[config.mk]
export PLATFORM = sky130hd
export DESIGN_NAME = hazard_ctrl_mc_flat
export DESIGN_NICKNAME = d
export VERILOG_FILES = /design/src/rtl/hazard_pkg.sv /design/src/rtl/hazard_ctrl_mc_if.sv /design/src/rtl/hzd_scoreboard.sv /design/src/rtl/hazard_ctrl_mc.sv /design/src/flat_wrapper.sv
export SDC_FILE = /design/constraint.sdc
export NUM_CORES = 1
export LEC_CHECK = 0
export CAP_MARGIN = 10
export CORE_ASPECT_RATIO = 1.4
export CORE_MARGIN = 2
export CORE_UTILIZATION = 41
export CTS_BUF_LIST = sky130_fd_sc_hd__clkbuf_2
export DETAILED_ROUTE_END_ITERATION = 7
export GPL_TIMING_DRIVEN = 0
export PLACE_DENSITY = 0.91
export SETUP_SLACK_MARGIN = 0.2
export SYNTH_ARGS = -nofsm -noshare
export SYNTH_HDL_FRONTEND = slang
export SYNTH_SLANG_ARGS = --single-unit
export TNS_END_PERCENT = 30
[constraint.sdc]
create_clock -name clk -period 2.77 [get_ports clk]
set_input_delay 0.6925 -clock clk [delete_from_list [all_inputs] [get_ports clk]]
set_output_delay 0.6925 -clock clk [all_outputs]
set_load 0.01 [all_outputs]
[src/rtl/hazard_pkg.sv]
// hazard_pkg: shared types for the 5-stage RV32 hazard controller.
// Forward-mux encodings, stall FSM states and a forward-select helper.
package hazard_pkg;

   typedef enum logic [1:0] {
      FWD_NONE = 2'b00,
      FWD_WB   = 2'b01,
      FWD_MEM  = 2'b10
   } fwd_sel_e;

   typedef enum logic [1:0] {
      IDLE,
      LD_STALL,
      MC_BUSY
   } hzd_state_e;

   localparam logic [6:0] OPC_LOAD = 7'b0000011;

   // M is the younger producer, so it wins over W.
   function automatic fwd_sel_e fwd_pick(
      input logic hit_m,
      input logic hit_w
   );
      if (hit_m) return FWD_MEM;
      if (hit_w) return FWD_WB;
      return FWD_NONE;
   endfunction

endpackage

[src/rtl/hazard_ctrl_mc_if.sv]
// hazard_ctrl_mc_if: datapath <-> hazard controller bundle.
// master = datapath (drives stage regs/flags), slave = hazard controller
// (drives forward_a/b, stall_f/d/e, flush_d/e, mc_timeout).
interface hazard_ctrl_mc_if #(
   parameter int REG_AW = 5
);
   import hazard_pkg::*;

   logic [REG_AW-1:0] rs1_d;
   logic [REG_AW-1:0] rs2_d;
   logic [REG_AW-1:0] rs1_e;
   logic [REG_AW-1:0] rs2_e;
   logic [REG_AW-1:0] rd_e;
   logic [REG_AW-1:0] rd_m;
   logic [REG_AW-1:0] rd_w;
   logic [REG_AW-1:0] mc_rd;
   logic              reg_wr_m;
   logic              reg_wr_w;
   logic              mem_rd_e;
   logic              branch_taken_e;
   logic              mc_op_d;
   logic              mc_start_e;
   logic              mc_done;

   fwd_sel_e          forward_a;
   fwd_sel_e          forward_b;
   logic              stall_f;
   logic              stall_d;
   logic              stall_e;
   logic              flush_d;
   logic              flush_e;
   logic              mc_timeout;

   modport master (
      output rs1_d, rs2_d, rs1_e, rs2_e,
      output rd_e, rd_m, rd_w, mc_rd,
      output reg_wr_m, reg_wr_w, mem_rd_e,
      output branch_taken_e, mc_op_d,
      output mc_start_e, mc_done,
      input  forward_a, forward_b,
      input  stall_f, stall_d, stall_e,
      input  flush_d, flush_e, mc_timeout
   );

   modport slave (
      input  rs1_d, rs2_d, rs1_e, rs2_e,
      input  rd_e, rd_m, rd_w, mc_rd,
      input  reg_wr_m, reg_wr_w, mem_rd_e,
      input  branch_taken_e, mc_op_d,
      input  mc_start_e, mc_done,
      output forward_a, forward_b,
      output stall_f, stall_d, stall_e,
      output flush_d, flush_e, mc_timeout
   );

endinterface

[src/rtl/hzd_scoreboard.sv]
// hzd_scoreboard: 1-entry {valid,rd} tracker for the in-flight mc op.
// Ports: clk, rst, set_i/rd_i (issue), clr_i (retire), rs1_i/rs2_i/mc_op_i
// (D-stage probe), stall_o (RAW or structural hazard). Built with HZD_SCOREBOARD_EN.
`ifdef HZD_SCOREBOARD_EN
module hzd_scoreboard
   import hazard_pkg::*;
#(
   parameter int REG_AW = 5
) (
   input  logic              clk,
   input  logic              rst,
   input  logic              set_i,
   input  logic              clr_i,
   input  logic [REG_AW-1:0] rd_i,
   input  logic [REG_AW-1:0] rs1_i,
   input  logic [REG_AW-1:0] rs2_i,
   input  logic              mc_op_i,
   output logic              stall_o
);

   logic              valid_q;
   logic [REG_AW-1:0] rd_q;
   logic              raw;

   // A new issue in the retire cycle replaces the old entry.
   always_ff @(posedge clk) begin
      if (rst) begin
         valid_q <= 1'b0;
         rd_q    <= '0;
      end else if (set_i) begin
         valid_q <= 1'b1;
         rd_q    <= rd_i;
      end else if (clr_i) begin
         valid_q <= 1'b0;
      end
   end

   assign raw = (rd_q != '0) &&
                ((rs1_i == rd_q) || (rs2_i == rd_q));

   assign stall_o = valid_q && (raw || mc_op_i);

endmodule
`endif

[src/rtl/hazard_ctrl_mc.sv]
// hazard_ctrl_mc: stall/flush/forward control for the F/D/E/M/W pipe.
// Ports: clk, rst (sync, active-high), hz (slave: stage regs in,
// forward_a/b, stall_f/d/e, flush_d/e, mc_timeout out).
// Params: REG_AW, LOAD_LAT (1..3 load-use bubbles), MC_TO (mc watchdog).
// Macro HZD_SCOREBOARD_EN: mc ops stall only dependent D instructions.
module hazard_ctrl_mc
   import hazard_pkg::*;
#(
   parameter int REG_AW   = 5,
   parameter int LOAD_LAT = 1,
   parameter int MC_TO    = 64
) (
   input  logic            clk,
   input  logic            rst,
   hazard_ctrl_mc_if.slave hz
);

   localparam int             WDW     = $clog2(MC_TO + 1);
   localparam logic [1:0]     LD_INIT = 2'(LOAD_LAT - 1);
   localparam logic [WDW-1:0] WD_ONE  = WDW'(1);
   localparam logic [WDW-1:0] WD_LAST = WDW'(MC_TO - 1);

   hzd_state_e     state_q, state_d;
   logic [1:0]     ld_cnt_q, ld_cnt_d;
   logic [WDW-1:0] wd_q, wd_d;
   logic           tmo_q, tmo_d;

   logic st_f, st_d, st_e;
   logic fl_d, fl_e;
   logic load_use;
   logic mc_issue, mc_leave;
   logic a_m, a_w, b_m, b_w;

   assign a_m = hz.reg_wr_m && (hz.rs1_e != '0) &&
                (hz.rs1_e == hz.rd_m);
   assign a_w = hz.reg_wr_w && (hz.rs1_e != '0) &&
                (hz.rs1_e == hz.rd_w);
   assign b_m = hz.reg_wr_m && (hz.rs2_e != '0) &&
                (hz.rs2_e == hz.rd_m);
   assign b_w = hz.reg_wr_w && (hz.rs2_e != '0) &&
                (hz.rs2_e == hz.rd_w);

   assign load_use = hz.mem_rd_e && (hz.rd_e != '0) &&
                     ((hz.rd_e == hz.rs1_d) ||
                      (hz.rd_e == hz.rs2_d));

`ifdef HZD_SCOREBOARD_EN
   logic sb_stall;

   hzd_scoreboard #(
      .REG_AW (REG_AW)
   ) u_sb (
      .clk     (clk),
      .rst     (rst),
      .set_i   (mc_issue),
      .clr_i   (mc_leave),
      .rd_i    (hz.mc_rd),
      .rs1_i   (hz.rs1_d),
      .rs2_i   (hz.rs2_d),
      .mc_op_i (hz.mc_op_d),
      .stall_o (sb_stall)
   );
`else
   logic unused_sb;
   assign unused_sb = ^{hz.mc_op_d, hz.mc_rd,
                        mc_issue, mc_leave};
`endif

   always_ff @(posedge clk) begin
      if (rst) begin
         state_q  <= IDLE;
         ld_cnt_q <= '0;
         wd_q     <= '0;
         tmo_q    <= 1'b0;
      end else begin
         state_q  <= state_d;
         ld_cnt_q <= ld_cnt_d;
         wd_q     <= wd_d;
         tmo_q    <= tmo_d;
      end
   end

   always_comb begin
      state_d  = state_q;
      ld_cnt_d = ld_cnt_q;
      wd_d     = wd_q;
      tmo_d    = tmo_q;
      st_f     = 1'b0;
      st_d     = 1'b0;
      st_e     = 1'b0;
      fl_d     = 1'b0;
      fl_e     = 1'b0;
      mc_issue = 1'b0;
      mc_leave = 1'b0;

      unique case (state_q)
         IDLE: begin
            // Detection cycle is itself the first bubble.
            if (load_use) begin
               {st_f, st_d, fl_e} = 3'b111;
               if (LOAD_LAT > 1) begin
                  state_d  = LD_STALL;
                  ld_cnt_d = LD_INIT;
               end
            end else if (hz.mc_start_e &&
                         !hz.branch_taken_e) begin
               state_d  = MC_BUSY;
               wd_d     = WD_ONE;
               mc_issue = 1'b1;
            end
         end

         LD_STALL: begin
            {st_f, st_d, fl_e} = 3'b111;
            ld_cnt_d = ld_cnt_q - 2'd1;
            if (ld_cnt_q == 2'd1) begin
               state_d = IDLE;
            end
         end

         MC_BUSY: begin
`ifdef HZD_SCOREBOARD_EN
            if (load_use) begin
               {st_f, st_d, fl_e} = 3'b111;
            end
`else
            {st_f, st_d, st_e} = 3'b111;
`endif
            // wd_q counts cycles since issue, issue cycle = 0.
            if (hz.mc_done) begin
               if (hz.mc_start_e) begin
                  wd_d     = WD_ONE;
                  mc_issue = 1'b1;
               end else begin
                  state_d  = IDLE;
                  mc_leave = 1'b1;
               end
            end else if (wd_q == WD_LAST) begin
               state_d  = IDLE;
               tmo_d    = 1'b1;
               mc_leave = 1'b1;
            end else begin
               wd_d = wd_q + WD_ONE;
            end
         end

         default: begin
            state_d = IDLE;
         end
      endcase

`ifdef HZD_SCOREBOARD_EN
      if (sb_stall) begin
         {st_f, st_d, fl_e} = 3'b111;
      end
`endif

      // Taken branch squashes younger work; an in-flight
      // mc op is older and keeps running.
      if (hz.branch_taken_e) begin
         {st_f, st_d, st_e} = 3'b000;
         {fl_d, fl_e}       = 2'b11;
         if (state_q != MC_BUSY) begin
            state_d = IDLE;
         end
      end
   end

   assign hz.forward_a  = rst ? FWD_NONE : fwd_pick(a_m, a_w);
   assign hz.forward_b  = rst ? FWD_NONE : fwd_pick(b_m, b_w);
   assign hz.stall_f    = st_f  & ~rst;
   assign hz.stall_d    = st_d  & ~rst;
   assign hz.stall_e    = st_e  & ~rst;
   assign hz.flush_d    = fl_d  & ~rst;
   assign hz.flush_e    = fl_e  & ~rst;
   assign hz.mc_timeout = tmo_q & ~rst;

endmodule

[src/flat_wrapper.sv]
// flat-port wrapper written by rule: the top's interface ports become plain ports
module hazard_ctrl_mc_flat import hazard_pkg::*;
#(
   parameter int REG_AW   = 5,
   parameter int LOAD_LAT = 1,
   parameter int MC_TO    = 64
)
  (clk, rst, hz_rs1_d, hz_rs2_d, hz_rs1_e, hz_rs2_e, hz_rd_e, hz_rd_m, hz_rd_w, hz_mc_rd, hz_reg_wr_m, hz_reg_wr_w, hz_mem_rd_e, hz_branch_taken_e, hz_mc_op_d, hz_mc_start_e, hz_mc_done, hz_forward_a, hz_forward_b, hz_stall_f, hz_stall_d, hz_stall_e, hz_flush_d, hz_flush_e, hz_mc_timeout);
  hazard_ctrl_mc_if #(.REG_AW(REG_AW)) hz_i ();
  input  logic clk;
  input  logic rst;
  input wire logic [$bits(hz_i.rs1_d)-1:0] hz_rs1_d;
  input wire logic [$bits(hz_i.rs2_d)-1:0] hz_rs2_d;
  input wire logic [$bits(hz_i.rs1_e)-1:0] hz_rs1_e;
  input wire logic [$bits(hz_i.rs2_e)-1:0] hz_rs2_e;
  input wire logic [$bits(hz_i.rd_e)-1:0] hz_rd_e;
  input wire logic [$bits(hz_i.rd_m)-1:0] hz_rd_m;
  input wire logic [$bits(hz_i.rd_w)-1:0] hz_rd_w;
  input wire logic [$bits(hz_i.mc_rd)-1:0] hz_mc_rd;
  input wire logic [$bits(hz_i.reg_wr_m)-1:0] hz_reg_wr_m;
  input wire logic [$bits(hz_i.reg_wr_w)-1:0] hz_reg_wr_w;
  input wire logic [$bits(hz_i.mem_rd_e)-1:0] hz_mem_rd_e;
  input wire logic [$bits(hz_i.branch_taken_e)-1:0] hz_branch_taken_e;
  input wire logic [$bits(hz_i.mc_op_d)-1:0] hz_mc_op_d;
  input wire logic [$bits(hz_i.mc_start_e)-1:0] hz_mc_start_e;
  input wire logic [$bits(hz_i.mc_done)-1:0] hz_mc_done;
  output wire logic [$bits(hz_i.forward_a)-1:0] hz_forward_a;
  output wire logic [$bits(hz_i.forward_b)-1:0] hz_forward_b;
  output wire logic [$bits(hz_i.stall_f)-1:0] hz_stall_f;
  output wire logic [$bits(hz_i.stall_d)-1:0] hz_stall_d;
  output wire logic [$bits(hz_i.stall_e)-1:0] hz_stall_e;
  output wire logic [$bits(hz_i.flush_d)-1:0] hz_flush_d;
  output wire logic [$bits(hz_i.flush_e)-1:0] hz_flush_e;
  output wire logic [$bits(hz_i.mc_timeout)-1:0] hz_mc_timeout;
  assign hz_i.rs1_d = hz_rs1_d;
  assign hz_i.rs2_d = hz_rs2_d;
  assign hz_i.rs1_e = hz_rs1_e;
  assign hz_i.rs2_e = hz_rs2_e;
  assign hz_i.rd_e = hz_rd_e;
  assign hz_i.rd_m = hz_rd_m;
  assign hz_i.rd_w = hz_rd_w;
  assign hz_i.mc_rd = hz_mc_rd;
  assign hz_i.reg_wr_m = hz_reg_wr_m;
  assign hz_i.reg_wr_w = hz_reg_wr_w;
  assign hz_i.mem_rd_e = hz_mem_rd_e;
  assign hz_i.branch_taken_e = hz_branch_taken_e;
  assign hz_i.mc_op_d = hz_mc_op_d;
  assign hz_i.mc_start_e = hz_mc_start_e;
  assign hz_i.mc_done = hz_mc_done;
  assign hz_forward_a = hz_i.forward_a;
  assign hz_forward_b = hz_i.forward_b;
  assign hz_stall_f = hz_i.stall_f;
  assign hz_stall_d = hz_i.stall_d;
  assign hz_stall_e = hz_i.stall_e;
  assign hz_flush_d = hz_i.flush_d;
  assign hz_flush_e = hz_i.flush_e;
  assign hz_mc_timeout = hz_i.mc_timeout;
  hazard_ctrl_mc #(.REG_AW(REG_AW), .LOAD_LAT(LOAD_LAT), .MC_TO(MC_TO)) u_core (.clk(clk), .rst(rst), .hz(hz_i));
endmodule
## Yosys cells after proc, flatten, opt, wreduce, memory -nomap -nowiden

Index checks and enable logic that the tools add are counted.

- Register bits after elaboration: 12
- Input bits: 49
- Output and inout bits: 10
- Logic and storage cells: 88

- Add/sub/neg operators: 2
- Equality and inequality tests: 15
- Multiplexer cells: 39
- Bitwise operators: 7
- Reduce and logical (&&, ||, !) cells: 21

Operator list:

| operator | count |
|---|---|
| two-way mux 2 bit | 18 |
| two-way mux 7 bit | 5 |
| == test 5 bit | 6 |
| nonzero test 5 bit | 3 |
| one-hot mux 7 bit (2 select lines) | 1 |
| two-way mux 1 bit | 12 |
| logical AND 1 bit | 11 |
| adder 7 x 1 -> 7 bit (second input constant) | 1 |
| == test 7 x 6 -> 1 bit (second input constant) | 1 |
| inequality test 3 bit (second input constant) | 2 |
| one-hot mux 2 bit (3 select lines) | 1 |
| AND 1 bit | 5 |
| AND reduction 5 bit | 1 |
| == test 2 x 1 -> 1 bit (second input constant) | 2 |
| inequality test 2 bit (second input constant) | 2 |
| one-hot mux 1 bit (2 select lines) | 2 |
| AND reduction 3 bit | 1 |
| == test 2 bit (second input constant) | 1 |
| zero test 2 bit | 1 |
| inequality test 2 x 1 -> 1 bit (second input constant) | 1 |
| inverter 1 bit | 2 |
| nonzero test 2 bit | 1 |
| OR reduction 2 bit | 1 |
| subtractor 2 x 1 -> 2 bit (second input constant) | 1 |
| other kinds (2) | 2 |

## Depth between registers and ports, before layout

- Word-level depth: 8
- Depth in mapped cells: 10
- Mapped depth without buffers: 8

## Worst setup path after synthesis

No wires, ideal clock.

- Path type: input to output
- Start: input port hz_rd_e[3]
- End: output port hz_stall_f
- Arrival time: 2.428 ns
- Required time: 2.078 ns
- Path slack: -0.350 ns
- Cell stages on the path: 7
- Buffers on the path: 1
- Cells stage by stage: xor2_1 nor3_1 a22oi_1 nor2_1 nand2_1 a2111oi_0 buf_4

- Word-level cells in the longest chain between the ends: 7
- Elaborated cells between the ends (all ways): 10
- Those cells by class: 2 x eq/ne; 3 x mux; 1 x bitwise; 4 x reduce/logical

Ends and longest elaborated chain:

| what | line | text |
|---|---|---|
| start: declaration | flat_wrapper.sv:16 | `input wire logic [$bits(hz_i.rd_e)-1:0] hz_rd_e;` |
| == test 5 bit, or another cell as far along | hazard_ctrl_mc.sv:44 | `((hz.rd_e == hz.rs1_d) \|\|` |
| logical OR 1 bit or logical AND 1 bit (tied branches) | hazard_ctrl_mc.sv:44, hazard_ctrl_mc.sv:43 |  |
| logical AND 1 bit * | hazard_ctrl_mc.sv:43 | `assign load_use = hz.mem_rd_e && (hz.rd_e != '0) &&` |
| two-way mux 1 bit * | - |  |
| one-hot mux 1 bit (2 select lines) * | - |  |
| two-way mux 1 bit * | - |  |
| AND 1 bit * | - |  |
| end: declaration | flat_wrapper.sv:29 | `output wire logic [$bits(hz_i.stall_f)-1:0] hz_stall_f;` |

Mark *: on every way between the ends. The rest lies on a longest branch, timed or not.

## Worst setup path after layout

- Start: input port hz_rd_e[3]
- End: output port hz_stall_f

- Word-level cells in the longest chain between the ends: 7
- Elaborated cells between the ends (all ways): 10
- Those cells by class: 2 x eq/ne; 3 x mux; 1 x bitwise; 4 x reduce/logical

Ends and longest elaborated chain:

| what | line | text |
|---|---|---|
| == test 5 bit, or another cell as far along | hazard_ctrl_mc.sv:44 |  |
| logical OR 1 bit or logical AND 1 bit (tied branches) | hazard_ctrl_mc.sv:44, hazard_ctrl_mc.sv:43 |  |
| logical AND 1 bit * | hazard_ctrl_mc.sv:43 |  |
| two-way mux 1 bit * | hazard_ctrl_mc.sv:99 | `if (load_use) begin` |
| one-hot mux 1 bit (2 select lines) * | hazard_ctrl_mc.sv:96 | `unique case (state_q)` |
| two-way mux 1 bit * | hazard_ctrl_mc.sv:160 | `if (hz.branch_taken_e) begin` |
| AND 1 bit * | hazard_ctrl_mc.sv:171 | `assign hz.stall_f = st_f & ~rst;` |

Marks and branches as above.

==> results.yml <==
sta:
  maxSlewHeadroom: 0.621
  hold_viol: 0
  report.final.slew_viol_count: 0
  min_period_ps: 2780
  tightest_slew_ps: 568
  finalSetupTns_ps: -11.2
  skew_ps: 7.95
  fmax_mhz: 360
  timing.final.ws_setup_ps: -11.2
  report.final.setup_viol: 1
  whs_ps: 492
  post-route-period-util: 1.00
  rsz0062_at_grt: "true"
critical_path:
  crit_family: "compound AO/OA/AOI/OAI gates"
  required_ps: 2080
  path_max_fanout: 3
  critPathLaunchType: "input pin"
  slowest_delay_ps: 340
  path_buf_inv: 3
  crit_type: "in -> out"
  worstPathArrival_ps: 2090
  reg2reg_slack_ps: 500
  crit_chain: "buf_8 -> xor2_2 -> nor3_2 -> a22oi_2 -> nor2_4 -> nand2_2 -> a2111oi_4 -> buf_4 -> buf_6"
  endpoint_kind: "output pin"
  crit_slowest_cell: "a2111oi_4"
cells_and_area:
  syn2layout_area_growth_pct: 62.6
  layout-drive-gt1-share: 0.296
  final_cells: 249
  num-nets-final: 269
  fin_area_um2: 1870
  diodes: 0
synthesis:
  synth_area_um2: 1150
  synthTopCellsByArea: "dfxtp_1 21%, xnor2_1 13%, xor2_1 11%, ha_1 6.5%, nor2_1 4.6%"
  synth.distinct_cells: 39
  mappedNetlistNets: 204
  synth.top_cell.area_share: 0.209
  yosysMostFrequentCell: "xnor2_1"
  async_reset_ff_frac: 0
  synth_top_area_cell: "dfxtp_1"
  ys_seq_area_frac: 0.209
  ys_ff_latch: 12
  syn_avg_cell_area_um2: 7.72
  yosys_most_used_dff: "dfxtp_1"
  synth_cells: 149
  synth_edf_count: 0
  synth_common_cells: "17 x xnor2_1, 14 x nor2_1, 14 x xor2_1"
  yosys_warnings: 0
placement:
  pre_cts_ws_ps: -989
  place_area_um2: 1720
  placedCellCount: 236
  hpwl_um: 2540
  port_buffers: 51
  place.gp.congestion: 0.821
flow_run:
  cap_viol_max_count: 0
die:
  row_count: 22
  coreArea_um2: 2640
  fp.dieArea_um2: 3250
  die_y_um: 66.7
  io-pin-count: 59
  fp.dieW_um: 48.8
  start_util: 0.435
power_and_ir_drop:
  p_leak_nw: 0.835
  clkPwrFrac: 0.205
  intPower_mw: 0.298
  vdd_drop_max_mv: 0.154
  combinationalPowerShare: 0.402
  p_per_area_nw_per_um2: 240
  power_frac_seq: 0.393
  swShare: 0.335
  p_sw_mw: 0.151
clocking:
  cts_tree: "yes"
  h-tree-depth: 1
  cts_made_buffers: 3
  cts_hold_buf: 0
  cts_root_buf: "clkbuf_2"
  cts.sinks: 12
  path_clk_slew_ps: 120
  cts_buffer_depth: 2
  clock_latency_ps: 270
drt:
  drc: 0
  drt_iter0_drc: 20
  wl_um: 3810
  ant_nets: 0
  wl_per_cell_um: 15.3
  viasPerCell: 5.35
  via_count: 1333
  drtPass1Iterations: 4
global_routing:
  gr-total-overflow: 0
  antenna_found_initial: 0
  grt_pass1_wl_um: 5880
  grt_max_degree: 11
  track_usage: 0.231
  grt_pass1_vias: 1402
min_path:
  hold_path_class: "reg -> reg"
outcome:
  failed_checks: "negative setup slack"
  status: "complete, but fails checks"
[sequential cells by signal (all words and copies together) (netlist names)]
| register | flops |
|---|---|
| u_core.tmo_q | 1 |
| u_core.wd_q | 7 |
| u_core.state_q | 2 |
| u_core.ld_cnt_q | 2 |
[per-stage QoR]
stage | utilization | total power, mW
2_1_floorplan | - | 0.253
3_5_place_dp | 0.652 | 0.347
4_1_cts | 0.675 | 0.437
3_3_place_gp | 0.652 | 0.343
6_report | 0.707 | 0.449
5_1_grt | 0.707 | 0.473
[tightest hold or removal path, cell delays in order, from the launching register on]
cell and delay, ps:
dfxtp_1 340, nand2_1 60, a21oi_1 60
[cell usage in the layout (no fill, tap or decap), drive strengths merged]
cell type      instances
a311oi                 1
or2                    1
o211a                  1
nand3                  4
a22oi                  1
nand4                  4
a31oi                  1
nor2                  14
o31ai                  1
nand2                  7
o21bai                 1
xnor2                 17
nor3                   4
dfxtp                 12
nor3b                  1
mux2i                  1
ha                     6
a21oi                  6
inv                   11
clkdlybuf4s15          5
o22ai                  1
a2111oi                1
nor2b                  6
o211ai                 1
nand2b                 1
clkdlybuf4s50          4
dlygate4sd2            1
and3                   1
clkinv                 1
buf                   36
or4b                   1
a31o                   1
o21ai                  8
dlymetal6s2s          14
or4                    6
clkbuf                 9
xor2                  14
nor4                   6
a211oi                 2
[area by class of cell]
class	count	area (um^2)
Buffer	6	37.5
Clock buffer	3	15.0
Clock inverter	1	3.75
Fill cell	215	773
Inverter	11	41.3
Multi-Input combinational cell	120	960
Sequential cell	12	240
Tap cell	36	45.0
Timing Repair Buffer	60	527
[cells by family (layout without fill, tap and decap cells)]
kind of cell,Yosys count,count (layout),share of synthesized area
AOI/OAI and AO/OA,26,26,0.150
xor gates and xnor gates,31,31,0.236
adders and majority gates,6,6,0.0653
buffers and inverters,17,81,0.0664
DFF,12,12,0.209
muxes,1,1,0.00871
and+or+nand+nor,56,56,0.264
[per-layer routing]
| layer | routed length [um] | track usage | vias up |
|---|---|---|---|
| met1 | 1210 | 0.213 | 614 |
| met5 | 0 | 0 | - |
| met4 | 122 | 0.0750 | 0 |
| met2 | 2230 | 0.490 | 55 |
| li1 | - | - | 649 |
| met3 | 241 | 0.0493 | 15 |
[power by group through the flow]
stage / logic (mW) / registers (mW) / clock network (mW)
finish: 0.180 / 0.176 / 0.0919
global placement: 0.163 / 0.180 / 0
CTS: 0.167 / 0.176 / 0.0932
floorplan: 0.0729 / 0.180 / 0
detailed placement: 0.167 / 0.180 / 0
global route: 0.195 / 0.177 / 0.102
[timing repair]
item                       CTS  global route
setup buffers                7             2
resized for setup          121            43
pin swaps                   23            13
setup endpoints to repair    9            13
[final timing paths]
kind	cells past startpoint	startpoint	to
setup reg to reg	10	u_core.state_q[0]	u_core.wd_q[2]
hold reg to reg	2	u_core.wd_q[1]	u_core.wd_q[1]
setup / recovery	9	hz_rd_e[3]	hz_stall_f
hold / removal	2	u_core.wd_q[1]	u_core.wd_q[1]
(Power assumes the default switching activity.)
